===== config.mk =====
export PLATFORM = sky130hd
export DESIGN_NAME = lif_spike_layer_flat
export DESIGN_NICKNAME = d
export VERILOG_FILES = /design/src/rtl/snn_pkg.sv /design/src/rtl/lif_spike_layer_if.sv /design/src/rtl/lif_spike_layer_neuron.sv /design/src/rtl/lif_spike_layer.sv /design/src/flat_wrapper.sv
export SDC_FILE = /design/constraint.sdc
export NUM_CORES = 1
export LEC_CHECK = 0
export CAP_MARGIN = 20
export CORE_ASPECT_RATIO = 1.4
export CORE_MARGIN = 2
export CORE_UTILIZATION = 60
export DETAILED_ROUTE_END_ITERATION = 10
export GPL_ROUTABILITY_DRIVEN = 1
export HOLD_SLACK_MARGIN = 0.05
export PLACE_DENSITY = 0.79
export RECOVER_POWER = 25
export SYNTH_ARGS = -nofsm -noshare
export SYNTH_HDL_FRONTEND = slang
export SYNTH_HIERARCHICAL = 1
export SYNTH_SLANG_ARGS = --single-unit

===== constraint.sdc =====
create_clock -name clk -period 4.03 [get_ports clk]
set_input_delay 0.806 -clock clk [delete_from_list [all_inputs] [get_ports clk]]
set_output_delay 0.806 -clock clk [all_outputs]
set_load 0.01 [all_outputs]

===== src/rtl/snn_pkg.sv =====
// Shared widths and defaults for the spiking layers (LIF spike source, MAC consumer).
// Also holds the accumulator width rule used by saturating membrane updates.
package snn_pkg;

    localparam int unsigned SNN_N          = 5;
    localparam int unsigned SNN_WIDTH      = 8;
    localparam int unsigned SNN_MEM_W      = 12;
    localparam int unsigned SNN_VTH        = 100;
    localparam int unsigned SNN_LEAK_SHIFT = 3;
    localparam int unsigned SNN_REFRAC     = 2;
    localparam int unsigned SNN_T_STEPS    = 4;
    localparam int unsigned SNN_REFR_W     = 4;

    typedef enum logic {
        OUT_EMPTY,
        OUT_FULL
    } out_state_e;

    // One guard bit above the wider operand is enough to detect overflow of a two-term add.
    function automatic int unsigned acc_width(input int unsigned mem_w, input int unsigned sum_w);
        return ((mem_w > sum_w) ? mem_w : sum_w) + 1;
    endfunction

endpackage


===== src/rtl/lif_spike_layer_if.sv =====
// Input-sum and output-spike handshake bundle for lif_spike_layer.
interface lif_spike_layer_if #(
    parameter int unsigned N     = 5,
    parameter int unsigned WIDTH = 8
) ();

    logic               in_valid;
    logic               in_ready;
    logic [N*WIDTH-1:0] sums;
    logic               out_valid;
    logic               out_ready;
    logic [N-1:0]       spikes;
    logic               frame_done;

    modport master (
        output in_valid, sums, out_ready,
        input  in_ready, out_valid, spikes, frame_done
    );

    modport slave (
        input  in_valid, sums, out_ready,
        output in_ready, out_valid, spikes, frame_done
    );

endinterface


===== src/rtl/lif_spike_layer_neuron.sv =====
// Single leaky integrate-and-fire neuron: membrane, refractory counter and fire decision.
// spike_o is combinational from the current state and sum; state only moves when en_i is set.
module lif_neuron
    import snn_pkg::*;
#(
    parameter int unsigned WIDTH      = SNN_WIDTH,
    parameter int unsigned MEM_W      = SNN_MEM_W,
    parameter int unsigned VTH        = SNN_VTH,
    parameter int unsigned LEAK_SHIFT = SNN_LEAK_SHIFT,
    parameter int unsigned REFRAC     = SNN_REFRAC
) (
    input  logic             clk,
    input  logic             rst,
    input  logic             clear_i,
    input  logic             en_i,
    input  logic [WIDTH-1:0] sum_i,
    output logic             spike_o
);

    localparam int unsigned ACC_W = acc_width(MEM_W, WIDTH);

    logic [MEM_W-1:0]      v_q, v_d;
    logic [SNN_REFR_W-1:0] refr_q, refr_d;
    logic [MEM_W-1:0]      leak;
    logic [MEM_W-1:0]      v_leak;
    logic [ACC_W-1:0]      acc;
    logic [MEM_W-1:0]      v_sat;

    always_comb begin
        leak    = (LEAK_SHIFT != 0) ? (v_q >> LEAK_SHIFT) : '0;
        v_leak  = v_q - leak;
        acc     = ACC_W'(v_leak) + ACC_W'(sum_i);
        v_sat   = (acc[ACC_W-1:MEM_W] != '0) ? '1 : acc[MEM_W-1:0];
        spike_o = 1'b0;
        v_d     = v_q;
        refr_d  = refr_q;
        if (refr_q != '0) begin
            v_d    = '0;
            refr_d = refr_q - SNN_REFR_W'(1);
        end else if (v_sat >= MEM_W'(VTH)) begin
            spike_o = 1'b1;
            v_d     = '0;
            refr_d  = SNN_REFR_W'(REFRAC);
        end else begin
            v_d = v_sat;
        end
    end

    always_ff @(posedge clk) begin
        if (rst || clear_i) begin
            v_q    <= '0;
            refr_q <= '0;
        end else if (en_i) begin
            v_q    <= v_d;
            refr_q <= refr_d;
        end
    end

endmodule


===== src/rtl/lif_spike_layer.sv =====
// Bank of N LIF neurons with a one-entry registered spike output and a per-frame step counter.
module lif_spike_layer
    import snn_pkg::*;
#(
    parameter int unsigned N          = SNN_N,
    parameter int unsigned WIDTH      = SNN_WIDTH,
    parameter int unsigned MEM_W      = SNN_MEM_W,
    parameter int unsigned VTH        = SNN_VTH,
    parameter int unsigned LEAK_SHIFT = SNN_LEAK_SHIFT,
    parameter int unsigned REFRAC     = SNN_REFRAC,
    parameter int unsigned T_STEPS    = SNN_T_STEPS
) (
    input logic              clk,
    input logic              rst,
    input logic              clear,
    lif_spike_layer_if.slave bus
);

    localparam int unsigned STEP_W = (T_STEPS > 1) ? $clog2(T_STEPS) : 1;

    out_state_e        state_q, state_d;
    logic [N-1:0]      spikes_q, spikes_d;
    logic [N-1:0]      spike_w;
    logic              done_q, done_d;
    logic [STEP_W-1:0] step_q, step_d;
    logic              accept;
    logic              last_step;
    logic              neuron_clr;

    assign bus.in_ready = (state_q == OUT_EMPTY) || bus.out_ready;
    assign accept       = bus.in_valid && bus.in_ready && !clear;
    assign last_step    = (step_q == STEP_W'(T_STEPS - 1));
    // Frame-boundary clear rides the same edge as the last accept; the spike is taken first.
    assign neuron_clr   = clear || (accept && last_step);

    for (genvar g = 0; g < N; g++) begin : g_neuron
        lif_neuron #(
            .WIDTH      (WIDTH),
            .MEM_W      (MEM_W),
            .VTH        (VTH),
            .LEAK_SHIFT (LEAK_SHIFT),
            .REFRAC     (REFRAC)
        ) u_neuron (
            .clk     (clk),
            .rst     (rst),
            .clear_i (neuron_clr),
            .en_i    (accept),
            .sum_i   (bus.sums[g*WIDTH +: WIDTH]),
            .spike_o (spike_w[g])
        );
    end

    always_comb begin
        state_d  = state_q;
        spikes_d = spikes_q;
        done_d   = done_q;
        step_d   = step_q;
        if (clear) begin
            state_d  = OUT_EMPTY;
            spikes_d = '0;
            done_d   = 1'b0;
            step_d   = '0;
        end else if (accept) begin
            state_d  = OUT_FULL;
            spikes_d = spike_w;
            done_d   = last_step;
            step_d   = last_step ? '0 : step_q + STEP_W'(1);
        end else if ((state_q == OUT_FULL) && bus.out_ready) begin
            state_d = OUT_EMPTY;
            done_d  = 1'b0;
        end
    end

    always_ff @(posedge clk) begin
        if (rst) begin
            state_q  <= OUT_EMPTY;
            spikes_q <= '0;
            done_q   <= 1'b0;
            step_q   <= '0;
        end else begin
            state_q  <= state_d;
            spikes_q <= spikes_d;
            done_q   <= done_d;
            step_q   <= step_d;
        end
    end

    assign bus.out_valid  = (state_q == OUT_FULL);
    assign bus.spikes     = spikes_q;
    assign bus.frame_done = done_q;

endmodule


===== src/flat_wrapper.sv =====
// flat-port wrapper written by rule: the top's interface ports become plain ports
module lif_spike_layer_flat import snn_pkg::*;
#(
    parameter int unsigned N          = SNN_N,
    parameter int unsigned WIDTH      = SNN_WIDTH,
    parameter int unsigned MEM_W      = SNN_MEM_W,
    parameter int unsigned VTH        = SNN_VTH,
    parameter int unsigned LEAK_SHIFT = SNN_LEAK_SHIFT,
    parameter int unsigned REFRAC     = SNN_REFRAC,
    parameter int unsigned T_STEPS    = SNN_T_STEPS
)
  (clk, rst, clear, bus_in_valid, bus_sums, bus_out_ready, bus_in_ready, bus_out_valid, bus_spikes, bus_frame_done);
  lif_spike_layer_if #(.N(N), .WIDTH(WIDTH)) bus_i ();
  input logic clk;
  input logic rst;
  input logic clear;
  input wire logic [$bits(bus_i.in_valid)-1:0] bus_in_valid;
  input wire logic [$bits(bus_i.sums)-1:0] bus_sums;
  input wire logic [$bits(bus_i.out_ready)-1:0] bus_out_ready;
  output wire logic [$bits(bus_i.in_ready)-1:0] bus_in_ready;
  output wire logic [$bits(bus_i.out_valid)-1:0] bus_out_valid;
  output wire logic [$bits(bus_i.spikes)-1:0] bus_spikes;
  output wire logic [$bits(bus_i.frame_done)-1:0] bus_frame_done;
  assign bus_i.in_valid = bus_in_valid;
  assign bus_i.sums = bus_sums;
  assign bus_i.out_ready = bus_out_ready;
  assign bus_in_ready = bus_i.in_ready;
  assign bus_out_valid = bus_i.out_valid;
  assign bus_spikes = bus_i.spikes;
  assign bus_frame_done = bus_i.frame_done;
  lif_spike_layer #(.N(N), .WIDTH(WIDTH), .MEM_W(MEM_W), .VTH(VTH), .LEAK_SHIFT(LEAK_SHIFT), .REFRAC(REFRAC), .T_STEPS(T_STEPS)) u_core (.clk(clk), .rst(rst), .clear(clear), .bus(bus_i));
endmodule

# Word level (Yosys, flattened, before mapping)
# Index checks and enable logic that the tools add are counted.
# totals
input_bits	45
reg_bits	89
elab_cells	101
output_inout_bits	8
# classes
eq_ne	1
addsub	16
muxes	39
n_reduce_logical	25
n_lt_le_gt_ge	5
n_bitwise	1
# op_table
op	count
two-way mux 12 bit	15
adder 12 x 8 -> 13 bit	5
>= comparator 12 x 7 -> 1 bit, second input constant	5
subtractor 12 x 9 -> 12 bit	5
two-way mux 4 bit	10
nonzero test 4 bit	5
subtractor 4 x 1 -> 4 bit, second input constant	5
two-way mux 1 bit	13
nonzero test 2 bit	6
AND reduction 2 bit	5
logical AND 1 bit	4
logical OR 1 bit	3
adder 2 x 1 -> 2 bit, second input constant	1
== test 2 bit, second input constant	1
two-way mux 2 bit	1
OR reduction 2 bit	1
logical NOT 1 bit	1
inverter 1 bit	1

# Longest topological paths before layout
# depth
word_depth	7
mapped_depth	18
ltp_nobuf	17

# Modules after synthesis
# The synthesis kept the hierarchy.
# modules_own_cells
module	area_each_um2	seq_area_each_um2	instances	cells_each
lif_neuron at u_core.g_neuron[0].u_neuron ...	1615.3	320.3	3	204
lif_neuron at u_core.g_neuron[1].u_neuron	1557.7	320.3	1	191
lif_neuron at u_core.g_neuron[4].u_neuron	1525.2	320.3	1	193
lif_spike_layer	401.6	180.2	1	48

# Worst setup path before layout
# Ideal clock, no wire load.
# synth_path
kind	register -> register
startpoint	reg u_core.g_neuron[0].u_neuron.v_q[3]
endpoint	reg u_core.g_neuron[0].u_neuron.v_q[1]
setup_ns	0.067
period_less_slack_ns	3.425
arrival_time_ns	3.358
n_path_buf	1
path_slack_ns	0.605
path_stages_with_launch	17
t_required_ns	3.963
path_cell_list	dfxtp_1 > ha_1 > inv_1 > fa_1 > a21oi_1 > nor2b_1 > nor2_1 > xnor2_1 > ha_1 > buf_2 > and3_1 > a22oi_1 > a21boi_0 > a211oi_1 > mux2i_1 > or4_4 > o21ai_2
# synth_between
elab_chain_len	6
# synth_rtl
item	line_no	rtl
from (decl)	lif_spike_layer_neuron.sv:22	logic [MEM_W-1:0] v_q, v_d;
from (signal assigned)	lif_spike_layer_neuron.sv:54	v_q <= v_d;
subtractor 12 x 9 -> 12 bit *	lif_spike_layer_neuron.sv:31	v_leak = v_q - leak;
adder 12 x 8 -> 13 bit *	lif_spike_layer_neuron.sv:32	acc = ACC_W'(v_leak) + ACC_W'(sum_i);
two-way mux 12 bit *	lif_spike_layer_neuron.sv:33	v_sat = (acc[ACC_W-1:MEM_W] != '0) ? '1 : acc[MEM_W-1:0];
>= comparator 12 x 7 -> 1 bit	lif_spike_layer_neuron.sv:40	end else if (v_sat >= MEM_W'(VTH)) begin
two-way mux 12 bit *	lif_spike_layer_neuron.sv:40	
two-way mux 12 bit *	lif_spike_layer_neuron.sv:37	if (refr_q != '0) begin
# Every way passes the cells marked *; elsewhere a longest branch is shown, timed or not.
# A chain may end at the register's enable or synchronous reset.

# Worst setup path after layout
# layout_path
startpoint	reg u_core.g_neuron[0].u_neuron.v_q[6]
endpoint	reg u_core.g_neuron[0].u_neuron.v_q[6]
# Same word-level chain as after synthesis.

==> impl_metrics.ini <==
[logic_synthesis]
synth-xor-area-share = 0.0536
synth_cell_type_count = 79
synth-seq-cells = 89
syn_nets = 1200
synth_area_per_cell_sq_um = 7.98
synth.largest_area_cell = dfxtp_1
synth-main-ff-cell = dfxtp_1
synth_top_cell_area_share = 0.214
ys_async_sr_fraction = 0
synth_compound_area_frac = 0.258
yosys-top-cells-area = dfxtp_1 (21%), ha_1 (15%), a21oi_1 (4.5%)
synth_common_cells = ha_1 (101), dfxtp_1 (89), nor2_1 (87)
synth.most_common_cell = ha_1
synthCells = 1044
synth_top_family_by_area = compound AO/OA/AOI/OAI gates
synth_area_sq_um = 8330
synth_fa_ha_area_frac = 0.176
synth-seq-area-share = 0.214
synth_simple_gate_area_frac = 0.238
yosysWarningCount = 6
synth_edf_count = 0
yosys-mux-area-fraction = 0.0101

[die]
die-height_microns = 143
die_x_microns = 104
num_rows = 50
core_area_sq_um = 13500
pin_count = 53
dieArea_sq_um = 14900
start_util = 0.619

[worst_setup_path]
critPathLaunchType = flop
crit_required_ps = 4300
slowest_delay_ps = 640
worstSetupPathType = reg2reg
crit_family = compound AO/OA/AOI/OAI gates
slowest_stage = or4_4
crit_buf_inv = 1
worstPathArrival_ps = 4140
crit_chain = inv_1 > ha_1 > a21o_1 > a21oi_1 > nand2_1 > xor2_1 > ha_1 > or2_1 > a21o_1 > a21boi_0 > a211oi_1 > mux2i_1 > or4_4 > o21ai_1
critPathMaxFanout = 7
cp-end-kind = flop

[timing]
fin_tns_setup_ps = 0
finalHoldViolCount = 0
period_needed_ps = 3880
rsz0062_at_grt = false
relSlewSlack = 0.565
fin_worst_skew_ps = 10.5
fmax_mhz = 258
max_slew.worst_pin.slew_ps = 652
setup_viol = 0
final_max_slew_viol_count = 0
min_period_over_period = 0.962

[placed_design]
gp_congestion = 0.850
port_buffers = 52
dp_hpwl_microns = 14300

[finish]
nFillCells = 1131
final-seq-area_sq_um = 1780
drive_above_1_share = 0.0831
diodes = 0
syn2layout_area_growth_pct = 11.9
multi_input_area_sq_um = 6150
layout.nets = 1246

[route]
initialDrtViolationCount = 328
drt_pass1_iterations = 5
post_drt_wl_per_cell_microns = 14.0
num_vias = 7523
vias_per_cell = 5.89
routed_wl_microns = 17900
drc = 0
ant_nets = 0

[grt]
antenna_found_initial = 0
overflow = 0
grtUsageTotal = 0.243
grt_pass1_wl_microns = 31100
grt_max_degree = 53
grt_pass1_vias = 7292

[clock_tree]
cts-htree-levels = 3
clock_latency_ps = 340
clock_path_buffers = 2
ctsHoldBuffers = 0
cts_sinks = 89
clk_pin_slew_ps = 70
cts_tree = built
cts-root-buf = clkbuf_16
numCtsBuffers = 9

[run]
maxCapViolCount = 0

[min_path]
hold_class = reg2reg

[outcome]
status = complete, no violations
## placed cells by master (no fill, tap or decap), types with 6 or more instances in the layout
master | netlist | final
ha_1 | 101 | 99
dfxtp_1 | 89 | 89
nor2_1 | 87 | 86
inv_1 | 80 | 80
nand2_1 | 79 | 79
a21oi_1 | 75 | 75
nor3_1 | 49 | 49
clkdlybuf4s50_1 | 0 | 43
o21ai_0 | 34 | 34
xnor2_1 | 33 | 33
nand3_1 | 29 | 29
o21ai_1 | 27 | 27
a21o_1 | 27 | 27
nor2b_1 | 24 | 24
nand2b_1 | 22 | 22
o211ai_1 | 18 | 18
xor2_1 | 18 | 18
a211oi_1 | 19 | 18
a31oi_1 | 14 | 14
o21ai_2 | 12 | 12
o21a_1 | 10 | 10
fa_1 | 10 | 10
clkbuf_16 | 0 | 9
dlygate4sd3_1 | 0 | 9
and3_1 | 9 | 9
o2111ai_1 | 10 | 9
o211a_1 | 8 | 8
nand4_1 | 7 | 7
or2_0 | 0 | 6
or4_4 | 6 | 6
nor3b_1 | 6 | 6
## routing by layer
metal / GRT usage / vias up / routed length, microns
li1: - / 3899 / -
met1: 0.293 / 3462 / 8030
met2: 0.453 / 137 / 8970
met3: 0.0327 / 25 / 583
met4: 0.0683 / 0 / 272
met5: 0 / - / 0
## final cells by class
| class | count | area share |
|---|---|---|
| clock buffers | 10 | 0.0256 |
| clock inverters | 6 | 0.00577 |
| inverters | 81 | 0.0326 |
| multi-input cells | 853 | 0.660 |
| flip-flops and latches | 89 | 0.191 |
| well taps | 182 | 0.0244 |
| repair buffers | 56 | 0.0604 |
## registers in the layout, summed over array words and instances, names as in the netlist
name,count
u_core/step_q,2
u_core/g_neuron.u_neuron/refr_q,20
u_core/bus.frame_done,1
u_core/g_neuron.u_neuron/v_q,60
u_core/bus.spikes,5
u_core/bus.out_valid,1
## worst reg2reg max path, delay by kind of cell, from the launching register on
family | cells | cell delay [ps]
mux | 1 | 200
fa+ha+maj | 2 | 660
buf+inv | 1 | 60
simple gates | 3 | 1020
compound gates | 6 | 1300
flops | 1 | 380
xor+xnor | 1 | 170
## worst paths after layout
check | startpoint | to | slack [ps] | cells after the start
setup / recovery | u_core/g_neuron[0].u_neuron/v_q[6]$_SDFFE_PP0P_ | u_core/g_neuron[0].u_neuron/v_q[6]$_SDFFE_PP0P_ | 150 | 14
hold / removal | u_core/g_neuron[4].u_neuron/v_q[0]$_SDFFE_PP0P_ | u_core/g_neuron[4].u_neuron/v_q[0]$_SDFFE_PP0P_ | 450 | 2
setup reg to reg | u_core/g_neuron[0].u_neuron/v_q[6]$_SDFFE_PP0P_ | u_core/g_neuron[0].u_neuron/v_q[6]$_SDFFE_PP0P_ | 150 | 14
hold reg to reg | u_core/g_neuron[4].u_neuron/v_q[0]$_SDFFE_PP0P_ | u_core/g_neuron[4].u_neuron/v_q[0]$_SDFFE_PP0P_ | 450 | 2
## stage by stage
stage | std cells | hold slack (ps) | setup slack [ps] | util | instance area [sq um]
2_1_floorplan | 1044 | 427 | 605 | - | 8330
3_3_place_gp | 1261 | 436 | 331 | 0.670 | 9010
3_5_place_dp | 1261 | 439 | 253 | 0.670 | 9010
4_1_cts | 1277 | 449 | 235 | 0.692 | 9310
5_1_grt | 1277 | 465 | 1.37 | 0.693 | 9320
6_report | 1277 | 445 | 155 | 0.693 | 9320
## cell families (layout without fill, tap and decap cells)
kind of cell               Yosys count  after routing
AOI/OAI and AO/OA                  307            307
muxes                                8              8
and+or+nand+nor                    376            376
adders and majority gates          111            111
xor gates and xnor gates            51             51
buffers and inverters              102            153
DFF                                 89             89
## repair_timing
action | 4_1_cts | 5_1_grt
buffers inserted | 0 | 0
hold endpoints to repair | 0 | 0
endpoints found under the setup margin | 0 | 13
gates resized for setup | 0 | 5
Power is not shown: default switching activity piles up to over one toggle a cycle in this logic, so the estimate is an artifact.
==> RTL change: new RTL, config.mk and constraints unchanged <==
`SNN_T_STEPS`: 4 -> 8.
--- a/src/rtl/snn_pkg.sv
+++ b/src/rtl/snn_pkg.sv
@@ -10,3 +10,3 @@
     localparam int unsigned SNN_REFRAC     = 2;
-    localparam int unsigned SNN_T_STEPS    = 4;
+    localparam int unsigned SNN_T_STEPS    = 8;
     localparam int unsigned SNN_REFR_W     = 4;
Formal check against the unedited RTL: not equivalent (Yosys sat finds a counterexample within 10 cycles, from zero or initial values).
==> RTL change against the unedited design <==
- count of clock-buffer cells in the layout rose by 3
- critical path depth grew 1
- final area increased by 1.9%
- non-clock buffer count grew 1
- sequential cell count increased by 1
- largest cell class unchanged
- area after synthesis is 1.6% higher
- wire length grew 3.8%
- setup slack better by 0.062 ns
Power is not shown: default switching activity piles up to over one toggle a cycle in this logic, so the estimate is an artifact.
==> RTL change: results (changes against the unedited design) <==
Setup path
The critical path starts at u_core/g_neuron[2].u_neuron/v_q[3]. The startpoint of the lowest-slack register-to-register path is u_core/g_neuron[2].u_neuron/v_q[3]. The number of cells on the worst reg-to-reg path is 15 (+1).

Final layout
The share of layout cells above drive strength 1 is 9.46% (+1.1 points). The number of multi-input combinational cells in the layout is 871 (+2.1%). The count of clock-net buffers in the final layout is 13 (+3).

The inverter count is 76 (-6.2%). The share of final layout cell area taken by clock buffers and inverters was 3.42% (+0.28 points). The share of the core filled with cells is 68.6% (-0.70 points). The buffer count excluding the clock tree in the final layout was 57 (+1.8%).

Logic synthesis
The adder-cell share of the synthesized area is 17.4% (-0.12 points). The xor-xnor portion of the synthesized cell area is 5.28% (-0.083 points). Sorting the synthesized cells by area gives the leading types as dfxtp_1 (21%), ha_1 (15%), a21oi_1 (4.6%). The count of mapped cells out of synthesis was 1,060 (+1.5%).

Outcome
The flow ran to the end, and the final reports show no timing, DRC or antenna violations.

Global route
The first-pass GRT wire length is 31.9 mm (+2.8%). The global router's overall resource usage is 25.0% (+0.75 points).

Placed design
The HPWL reported at the end of detailed placement is 14.8 mm (+3.3%). The cell count after placement is 1,279 (+1.4%).

Detailed routing
The wire length per cell is 14.3 um (+2.3%). The met2 routed wirelength was 9.51 mm (+6.0%). The final routed wirelength across all metal layers is 18.5 mm (+3.8%). The starting DRC count in detailed routing came to 242 (-26%).

Timing
The worst setup skew after layout is 0.00692 ns (-0.00354 ns). The transition at the pin with the smallest max-transition slack is 0.621 ns (-0.0315 ns).

Floorplanning
The count of standard-cell rows is 51 (+2.0%).
-- RTL change: cell types whose count changed after synthesis, moves of 3 or more --
cell | before | now
inv_1 | 80 | 75
o211ai_1 | 18 | 13
nand3_1 | 29 | 33
o21ai_1 | 27 | 23
o21ai_2 | 12 | 16
a21oi_1 | 75 | 78
nand2b_1 | 22 | 25
nor3_1 | 49 | 52
xnor2_1 | 33 | 36
xor2_1 | 18 | 15
-- RTL change: critical path, cell delays in order, from the launching register on --
cell and delay (ns):
dfxtp_1 0.38, ha_1 0.19, inv_1 0.06, fa_1 0.41, a21oi_1 0.20, nor2b_1 0.07, nor2_1 0.11, xnor2_1 0.15
ha_2 0.36, and3_1 0.20, a221oi_1 0.34, xnor2_1 0.14, o2111ai_1 0.14, nand4b_1 0.22, or4_4 0.63, o21ai_1 0.15
